--- src/rtl/mem_copier_if.sv ---
// mem_copier_if -- request, status and memory-port signals of mem_copier.
//   start/src/dst/len : copy request (requester -> copier)
//   busy/done/err     : copier status
//   readad/rdata      : synchronous-read memory port, rdata one cycle after readad
//   writead/wdata/memwrite : memory write port
// slave = the copier; master = requester plus memory.
interface mem_copier_if;
  logic        start;
  logic [11:0] src;
  logic [11:0] dst;
  logic [11:0] len;
  logic        busy;
  logic        done;
  logic        err;
  logic [11:0] readad;
  logic [11:0] rdata;
  logic [11:0] writead;
  logic [11:0] wdata;
  logic        memwrite;

  modport slave (
    input  start, src, dst, len, rdata,
    output busy, done, err, readad, writead, wdata, memwrite
  );

  modport master (
    output start, src, dst, len, rdata,
    input  busy, done, err, readad, writead, wdata, memwrite
  );
endinterface

--- src/rtl/mem_copier.sv ---
// mem_copier -- copies len words from src to dst, one word every two cycles
// (READ presents the source address, WRITE stores the returned word).
// Requests running past address 4095 or reaching MAP_LIMIT are rejected
// without touching memory and flag err until the next accepted start.
// Ports:
//   clk : clock, rising edge
//   rst : synchronous active-low reset
//   bus : mem_copier_if.slave (request, status, memory port)
module mem_copier #(
  parameter int unsigned MAP_LIMIT = 4000
) (
  input  logic         clk,
  input  logic         rst,
  mem_copier_if.slave  bus
);

  localparam logic [1:0] IDLE  = 2'd0;
  localparam logic [1:0] READ  = 2'd1;
  localparam logic [1:0] WRITE = 2'd2;
  localparam logic [1:0] DONE  = 2'd3;

  localparam logic [12:0] LIMIT = 13'(MAP_LIMIT);
  localparam logic [12:0] TOP   = 13'd4095;

  logic [1:0]  state_q, state_d;
  logic [11:0] src_ptr_q, src_ptr_d;
  logic [11:0] dst_ptr_q, dst_ptr_d;
  logic [11:0] cnt_q, cnt_d;
  logic        err_q, err_d;

  // Last addresses touched, computed in 13 bits so a run past 4095 is visible.
  logic [12:0] src_end, dst_end;
  logic        reject;

  assign src_end = {1'b0, bus.src} + {1'b0, bus.len} - 13'd1;
  assign dst_end = {1'b0, bus.dst} + {1'b0, bus.len} - 13'd1;
  assign reject  = (bus.len != '0) &&
                   ((src_end > TOP) || (dst_end > TOP) ||
                    (src_end >= LIMIT) || (dst_end >= LIMIT));

  always_comb begin
    state_d   = state_q;
    src_ptr_d = src_ptr_q;
    dst_ptr_d = dst_ptr_q;
    cnt_d     = cnt_q;
    err_d     = err_q;
    case (state_q)
      IDLE: begin
        if (bus.start) begin
          src_ptr_d = bus.src;
          dst_ptr_d = bus.dst;
          cnt_d     = bus.len;
          err_d     = 1'b0;
          if (bus.len == '0) begin
            state_d = DONE;
          end else if (reject) begin
            err_d   = 1'b1;
            state_d = DONE;
          end else begin
            state_d = READ;
          end
        end
      end
      READ: state_d = WRITE;
      WRITE: begin
        src_ptr_d = src_ptr_q + 12'd1;
        dst_ptr_d = dst_ptr_q + 12'd1;
        cnt_d     = cnt_q - 12'd1;
        state_d   = (cnt_q == 12'd1) ? DONE : READ;
      end
      DONE: state_d = IDLE;
      default: state_d = IDLE;
    endcase
  end

  always_ff @(posedge clk) begin
    if (!rst) begin
      state_q   <= IDLE;
      src_ptr_q <= '0;
      dst_ptr_q <= '0;
      cnt_q     <= '0;
      err_q     <= 1'b0;
    end else begin
      state_q   <= state_d;
      src_ptr_q <= src_ptr_d;
      dst_ptr_q <= dst_ptr_d;
      cnt_q     <= cnt_d;
      err_q     <= err_d;
    end
  end

  // Outputs are pure state decodes, so reset forces them all to zero.
  assign bus.busy     = (state_q == READ) || (state_q == WRITE);
  assign bus.done     = (state_q == DONE);
  assign bus.err      = err_q;
  assign bus.readad   = (state_q == READ)  ? src_ptr_q : '0;
  assign bus.writead  = (state_q == WRITE) ? dst_ptr_q : '0;
  assign bus.wdata    = (state_q == WRITE) ? bus.rdata : '0;
  assign bus.memwrite = (state_q == WRITE);

endmodule

--- src/flat_wrapper.sv ---
// flat-port wrapper written by rule: the top's interface ports become plain ports
module mem_copier_flat 
#(
  parameter int unsigned MAP_LIMIT = 4000
)
  (clk, rst, bus_start, bus_src, bus_dst, bus_len, bus_rdata, bus_busy, bus_done, bus_err, bus_readad, bus_writead, bus_wdata, bus_memwrite);
  mem_copier_if bus_i ();
  input  logic clk;
  input  logic rst;
  input wire logic [$bits(bus_i.start)-1:0] bus_start;
  input wire logic [$bits(bus_i.src)-1:0] bus_src;
  input wire logic [$bits(bus_i.dst)-1:0] bus_dst;
  input wire logic [$bits(bus_i.len)-1:0] bus_len;
  input wire logic [$bits(bus_i.rdata)-1:0] bus_rdata;
  output wire logic [$bits(bus_i.busy)-1:0] bus_busy;
  output wire logic [$bits(bus_i.done)-1:0] bus_done;
  output wire logic [$bits(bus_i.err)-1:0] bus_err;
  output wire logic [$bits(bus_i.readad)-1:0] bus_readad;
  output wire logic [$bits(bus_i.writead)-1:0] bus_writead;
  output wire logic [$bits(bus_i.wdata)-1:0] bus_wdata;
  output wire logic [$bits(bus_i.memwrite)-1:0] bus_memwrite;
  assign bus_i.start = bus_start;
  assign bus_i.src = bus_src;
  assign bus_i.dst = bus_dst;
  assign bus_i.len = bus_len;
  assign bus_i.rdata = bus_rdata;
  assign bus_busy = bus_i.busy;
  assign bus_done = bus_i.done;
  assign bus_err = bus_i.err;
  assign bus_readad = bus_i.readad;
  assign bus_writead = bus_i.writead;
  assign bus_wdata = bus_i.wdata;
  assign bus_memwrite = bus_i.memwrite;
  mem_copier #(.MAP_LIMIT(MAP_LIMIT)) u_core (.clk(clk), .rst(rst), .bus(bus_i));
endmodule
--- config.mk ---
export PLATFORM = sky130hd
export DESIGN_NAME = mem_copier_flat
export DESIGN_NICKNAME = d
export VERILOG_FILES = /design/src/rtl/mem_copier_if.sv /design/src/rtl/mem_copier.sv /design/src/flat_wrapper.sv
export SDC_FILE = /design/constraint.sdc
export NUM_CORES = 1
export LEC_CHECK = 0
export CORE_ASPECT_RATIO = 1.25
export CORE_MARGIN = 2
export CORE_UTILIZATION = 30
export DETAILED_ROUTE_END_ITERATION = 16
export DONT_BUFFER_PORTS = 1
export GPL_TIMING_DRIVEN = 0
export PLACE_DENSITY = 0.53
export RECOVER_POWER = 50
export REMOVE_ABC_BUFFERS = 1
export SETUP_SLACK_MARGIN = 0.02
export SYNTH_ARGS = -nofsm -noshare
export SYNTH_HDL_FRONTEND = slang
export SYNTH_SLANG_ARGS = --single-unit
--- constraint.sdc ---
create_clock -name clk -period 10 [get_ports clk]
set_input_delay 3 -clock clk [delete_from_list [all_inputs] [get_ports clk]]
set_output_delay 3 -clock clk [all_outputs]
set_load 0.01 [all_outputs]
# [Word level (Yosys, flattened, before mapping)]
# Cells that the tools add are included.
[totals] ff_bits=39 output_inout_bits=40 wordCells=48
[classes] n_addsub=7 n_lt_le_gt_ge=4 eq_ne=5 muxes=16 reduce_logical=11
[op_table] cell="12-bit two-way mux" count=6
[op_table] cell="12-bit one-hot mux with 2 select lines" count=3
[op_table] cell="12-bit by 12-bit adder with 13-bit output" count=2
[op_table] cell="13-bit by 12-bit >= comparator with 1-bit output (second input constant)" count=2
[op_table] cell="13-bit by 12-bit > comparator with 1-bit output (second input constant)" count=2
[op_table] cell="13-bit by 1-bit subtractor with 13-bit output (second input constant)" count=2
[op_table] cell="12-bit by 1-bit adder with 12-bit output (second input constant)" count=2
[op_table] cell="12-bit by 1-bit == test with 1-bit output (second input constant)" count=1
[op_table] cell="12-bit logical NOT" count=1
[op_table] cell="12-bit nonzero test" count=1
[op_table] cell="12-bit by 1-bit subtractor with 12-bit output (second input constant)" count=1
[op_table] cell="2-bit two-way mux" count=4
[op_table] cell="2-bit one-hot mux with 4 select lines" count=1
[op_table] cell="2-bit == test (second input constant)" count=2
[op_table] cell="1-bit logical OR" count=4
[op_table] cell="2-bit AND reduction" count=2
[op_table] cell="2-bit by 1-bit == test with 1-bit output (second input constant)" count=1
[op_table] cell="2-bit logical NOT" count=1
[op_table] cell="1-bit two-way mux" count=2
[op_table] cell="2-bit != test (second input constant)" count=1
[op_table] cell="2-bit nonzero test" count=1
[op_table] cell="1-bit logical AND" count=1

# [Logic depth before layout (Yosys ltp)]
[logic_depth] word_depth=11 mapped_depth=14 depth_no_buf=14

# [Least setup slack after synthesis]
# Ideal clock, no wire load.
[synth_path] kind="input-to-output" start="input bus_rdata[0]" end="output bus_wdata[0]" t_arrival_ns=3.165 t_required_ns=7.000 path_slack_ns=3.835 stages=1 n_path_buf=0 cell_sequence="and2_1"
[synth_between] elab_chain_cells=1
[synth_rtl] element="start: declaration" line="flat_wrapper.sv:14" source="input wire logic [$bits(bus_i.rdata)-1:0] bus_rdata;"
[synth_rtl] element="12-bit two-way mux" line="mem_copier.sv:98" source="assign bus.wdata = (state_q == WRITE) ? bus.rdata : '0;"
[synth_rtl] element="end: declaration" line="flat_wrapper.sv:20" source="output wire logic [$bits(bus_i.wdata)-1:0] bus_wdata;"
# Every way passes these cells.

# [Worst setup path in the final report]
[layout_path] start="register u_core.state_q[0]" end="output bus_writead[8]"
[layout_between] elab_chain_cells=2
[layout_rtl] element="start: declaration" line="mem_copier.sv:25" source="logic [1:0] state_q, state_d;"
[layout_rtl] element="start signal: assignment" line="mem_copier.sv:84" source="state_q <= state_d;"
[layout_rtl] element="2-bit == test"
[layout_rtl] element="net bus_memwrite" line="flat_wrapper.sv:21" source="output wire logic [$bits(bus_i.memwrite)-1:0] bus_memwrite;"
[layout_rtl] element="12-bit two-way mux" line="mem_copier.sv:97" source="assign bus.writead = (state_q == WRITE) ? dst_ptr_q : '0;"
[layout_rtl] element="end: declaration" line="flat_wrapper.sv:19" source="output wire logic [$bits(bus_i.writead)-1:0] bus_writead;"
# The timed path passes the listed nets, and every way through them passes these cells.

==> summary.md <==
| Metric | Value |
|---|---|
| Leak Pwr | `0.00208 uW` |
| First-pass GRT wire length | `20400 um` |
| Hold Crit Class | `reg -> reg` |
| ANT nets after route | `0` |
| Slew Limit Fails | `142` |
| Post-route minimum period | `between 7 and 8 ns` |
| Required @ worst endpoint | `~7.0 ns` |
| Inserted Clock Buffers | `5` |
| Clk slew on worst S/H paths | `roughly 0.060 ns` |
| Final worst slack | `2.50 ns` |
| Maximum VDD drop | `0.0000767 V` |
| Placer Congestion | `between 0.8 and 0.9` |
| H-tree lvl count | `2` |
| Power Density | `187 nW/um^2` |
| Setup repair bufs after CTS | `0` |
| DRC Markers | `0` |
| Post-synth ARST share | `0` |
| Synthesized flop and latch total | `39` |
| Failing checks | `max-capacitance violations, max-slew violations` |
| DR iter-0 viols | `204` |
| MaxCap Viol Count | `3` |
| Slew headroom | `-0.223` |
| Crit end category | `primary output` |
| Fin. Hold Viols | `0` |
| Num Clock Sinks | `39` |
| Vias in the first global route | `4073` |
| Drt wl/cell | `16.3 um` |
| Worst clock skew | `0.00791 ns` |
| Die H | `137 um` |
| Layout cell share with drive strength beyond 1 | `0.0391` |
| Non-filler cells, final | `763` |
| Total Nets Final | `694` |
| Worst Tran Pin Value | `about 1.8 ns` |
| WL final | `roughly 12000 um` |
| Fin crit share | `0.750` |
| Port Buffers | `0` |
| Crit path arrival time | `approximately 4.5 ns` |
| EDFF count, synth | `0` |
| Via density | `5.41` |
| Post-synth top flop | `dfxtp_1` |
| Seq/Total Area, Yosys | `0.184` |
| Starting Density | `0.308` |
| Sum of negative setup slack | `0 ns` |
| Root Buffer | `clkbuf_16` |
| WP buf/inv | `3` |
| Worst path cell trace | `inv_1 -> ha_1 -> buf_16 -> clkinvlp_2 -> nor2_1` |
| Most frequent cells in the layout | `inv_1, ha_1, o21ai_0, a21oi_1, dfxtp_1` |
| Pre-CTS setup slack | `3.81 ns` |
| CTS Hold Bufs | `0` |
| Chip Width | `110 um` |
| CTS tree | `done` |
| Kind of cell adding the most delay to the critical path | `buffers and inverters` |
| Cell total after placement | `755` |
| Final setup viols | `0` |
| Gr ovfl total | `0` |
| Slowest stage cell, crit path | `clkinvlp_2` |
| Max Freq | `0.133 GHz` |
| Commonest non-fill, non-tap cell in the layout | `inv_1` |
| I/O pin total | `91` |
| Worst Path Max Fanout | `52` |
| Cell Area, Synth | `between 4000 and 5000 um^2` |
| Clock latency at the later pin of the worst-skew pair | `0.29 ns` |
| Row count | `48` |
| Status | `finished with violations` |
| RSZ-0062 raised after global routing | `false` |
| Synth Area per Inst | `7.02 um^2` |
| Post-CTS sizing | `0` |
| Largest net degree at the start of global routing | `53` |
| DIE AREA | `15100 um^2` |
| CP Launch Type | `register` |
| Antenna violations before repair | `0` |
| Fin Hold WS | `~0.5 ns` |
| Vias | `4125` |
| Synth unique cells | `61` |
| Synth-to-Final Area Change | `7.86%` |
| Post-DP HPWL | `9570 um` |
| DRT Pass-1 Iters | `6` |
| Longest Clk Path Bufs | `2` |
| Total track usage | `0.166` |
| Antenna Cells | `0` |
| Core Box Area | `13800 um^2` |
| Crit Path Category | `reg -> out` |
| Syn. warnings | `0` |
| CP max stage delay | `1.42 ns` |
| Cells after synthesis | `605` |
[per-stage QoR]
stage	cell area (um^2)	utilization	power [uW]
floorplan	4140	-	537
global placement	4360	0.316	620
detailed placement	4420	0.320	650
CTS	4610	0.334	869
global route	4580	0.332	931
finish	4580	0.332	855
[report_power, final]
| part | total (uW) | switching (uW) | internal [uW] |
|---|---|---|---|
| Sequential | 234 | 39.5 | 195 |
| Combinational | 406 | 248 | 157 |
| Clock | 215 | 71.7 | 143 |
[worst paths after layout]
path,from,endpoint,slack [ns],cells after the start
setup / recovery,u_core.state_q[0],bus_writead[8],2.50,5
hold / removal,u_core.src_ptr_q[10],u_core.src_ptr_q[10],0.50,2
setup reg to reg,u_core.state_q[0],u_core.dst_ptr_q[3],3.35,10
hold reg to reg,u_core.src_ptr_q[10],u_core.src_ptr_q[10],0.50,2
[cell type report]
cell class	count	area, um^2
fillers	1521	9230
multi-input cells	439	2990
flip-flops and latches	39	781
inverters	100	377
well taps	175	219
clock buffers	6	129
clock inverters	2	60.1
repair buffers	2	31.3
[worst min-delay path: cells and delay by family, from the launching register on]
kind,cells,cell delay (ns)
flip-flops,1,0.34
AND/OR/NAND/NOR,1,0.08
AO/OA/AOI/OAI,1,0.05
[synth_stat cells (3+ instances only)]
library cell | n | share of area
nor2b_1 | 5 | 0.0074
inv_1 | 99 | 0.087
nor2_1 | 33 | 0.029
o21a_1 | 5 | 0.0088
clkbuf_1 | 23 | 0.020
xnor2_1 | 3 | 0.0062
nor3_1 | 17 | 0.020
o21ai_0 | 48 | 0.057
dfxtp_1 | 39 | 0.18
o211ai_1 | 8 | 0.014
nand4_1 | 3 | 0.0044
nand2_1 | 37 | 0.033
a31oi_1 | 5 | 0.0074
and2_1 | 50 | 0.074
o22ai_1 | 12 | 0.018
nand3b_1 | 4 | 0.0071
o211a_1 | 4 | 0.0094
ha_1 | 54 | 0.16
o221a_2 | 6 | 0.016
a21oi_1 | 46 | 0.054
and3_1 | 11 | 0.016
a211oi_1 | 4 | 0.0071
mux2i_1 | 3 | 0.0071
a22oi_1 | 13 | 0.023
nand3_1 | 13 | 0.015
nand2b_1 | 4 | 0.0059
a21o_1 | 4 | 0.0071
nor4_1 | 6 | 0.0088
a2111oi_0 | 3 | 0.0062
or3_1 | 5 | 0.0074
[per-layer routing]
layer	up-vias	wire length [um]	GRT usage
met3	18	436	0.0221
met4	0	297	0.0653
met5	-	0	0
li1	2065	-	-
met1	1955	5170	0.189
met2	87	6510	0.313
[registers in the layout, indices dropped and copies added (netlist names)]
register,cells
u_core.bus.err,1
u_core.cnt_q,12
u_core.state_q,2
u_core.src_ptr_q,12
u_core.dst_ptr_q,12
[cell families (layout without fill, tap and decap cells)]
family | Yosys count | count (layout) | synth area share
simple gates | 197 | 197 | 0.247
compound gates | 179 | 179 | 0.272
buf+inv | 127 | 110 | 0.113
fa+ha+maj | 56 | 56 | 0.168
flops | 39 | 39 | 0.184
xor+xnor | 4 | 4 | 0.00825
mux | 3 | 3 | 0.00707
Note: power is estimated with default switching activity, not from simulation.
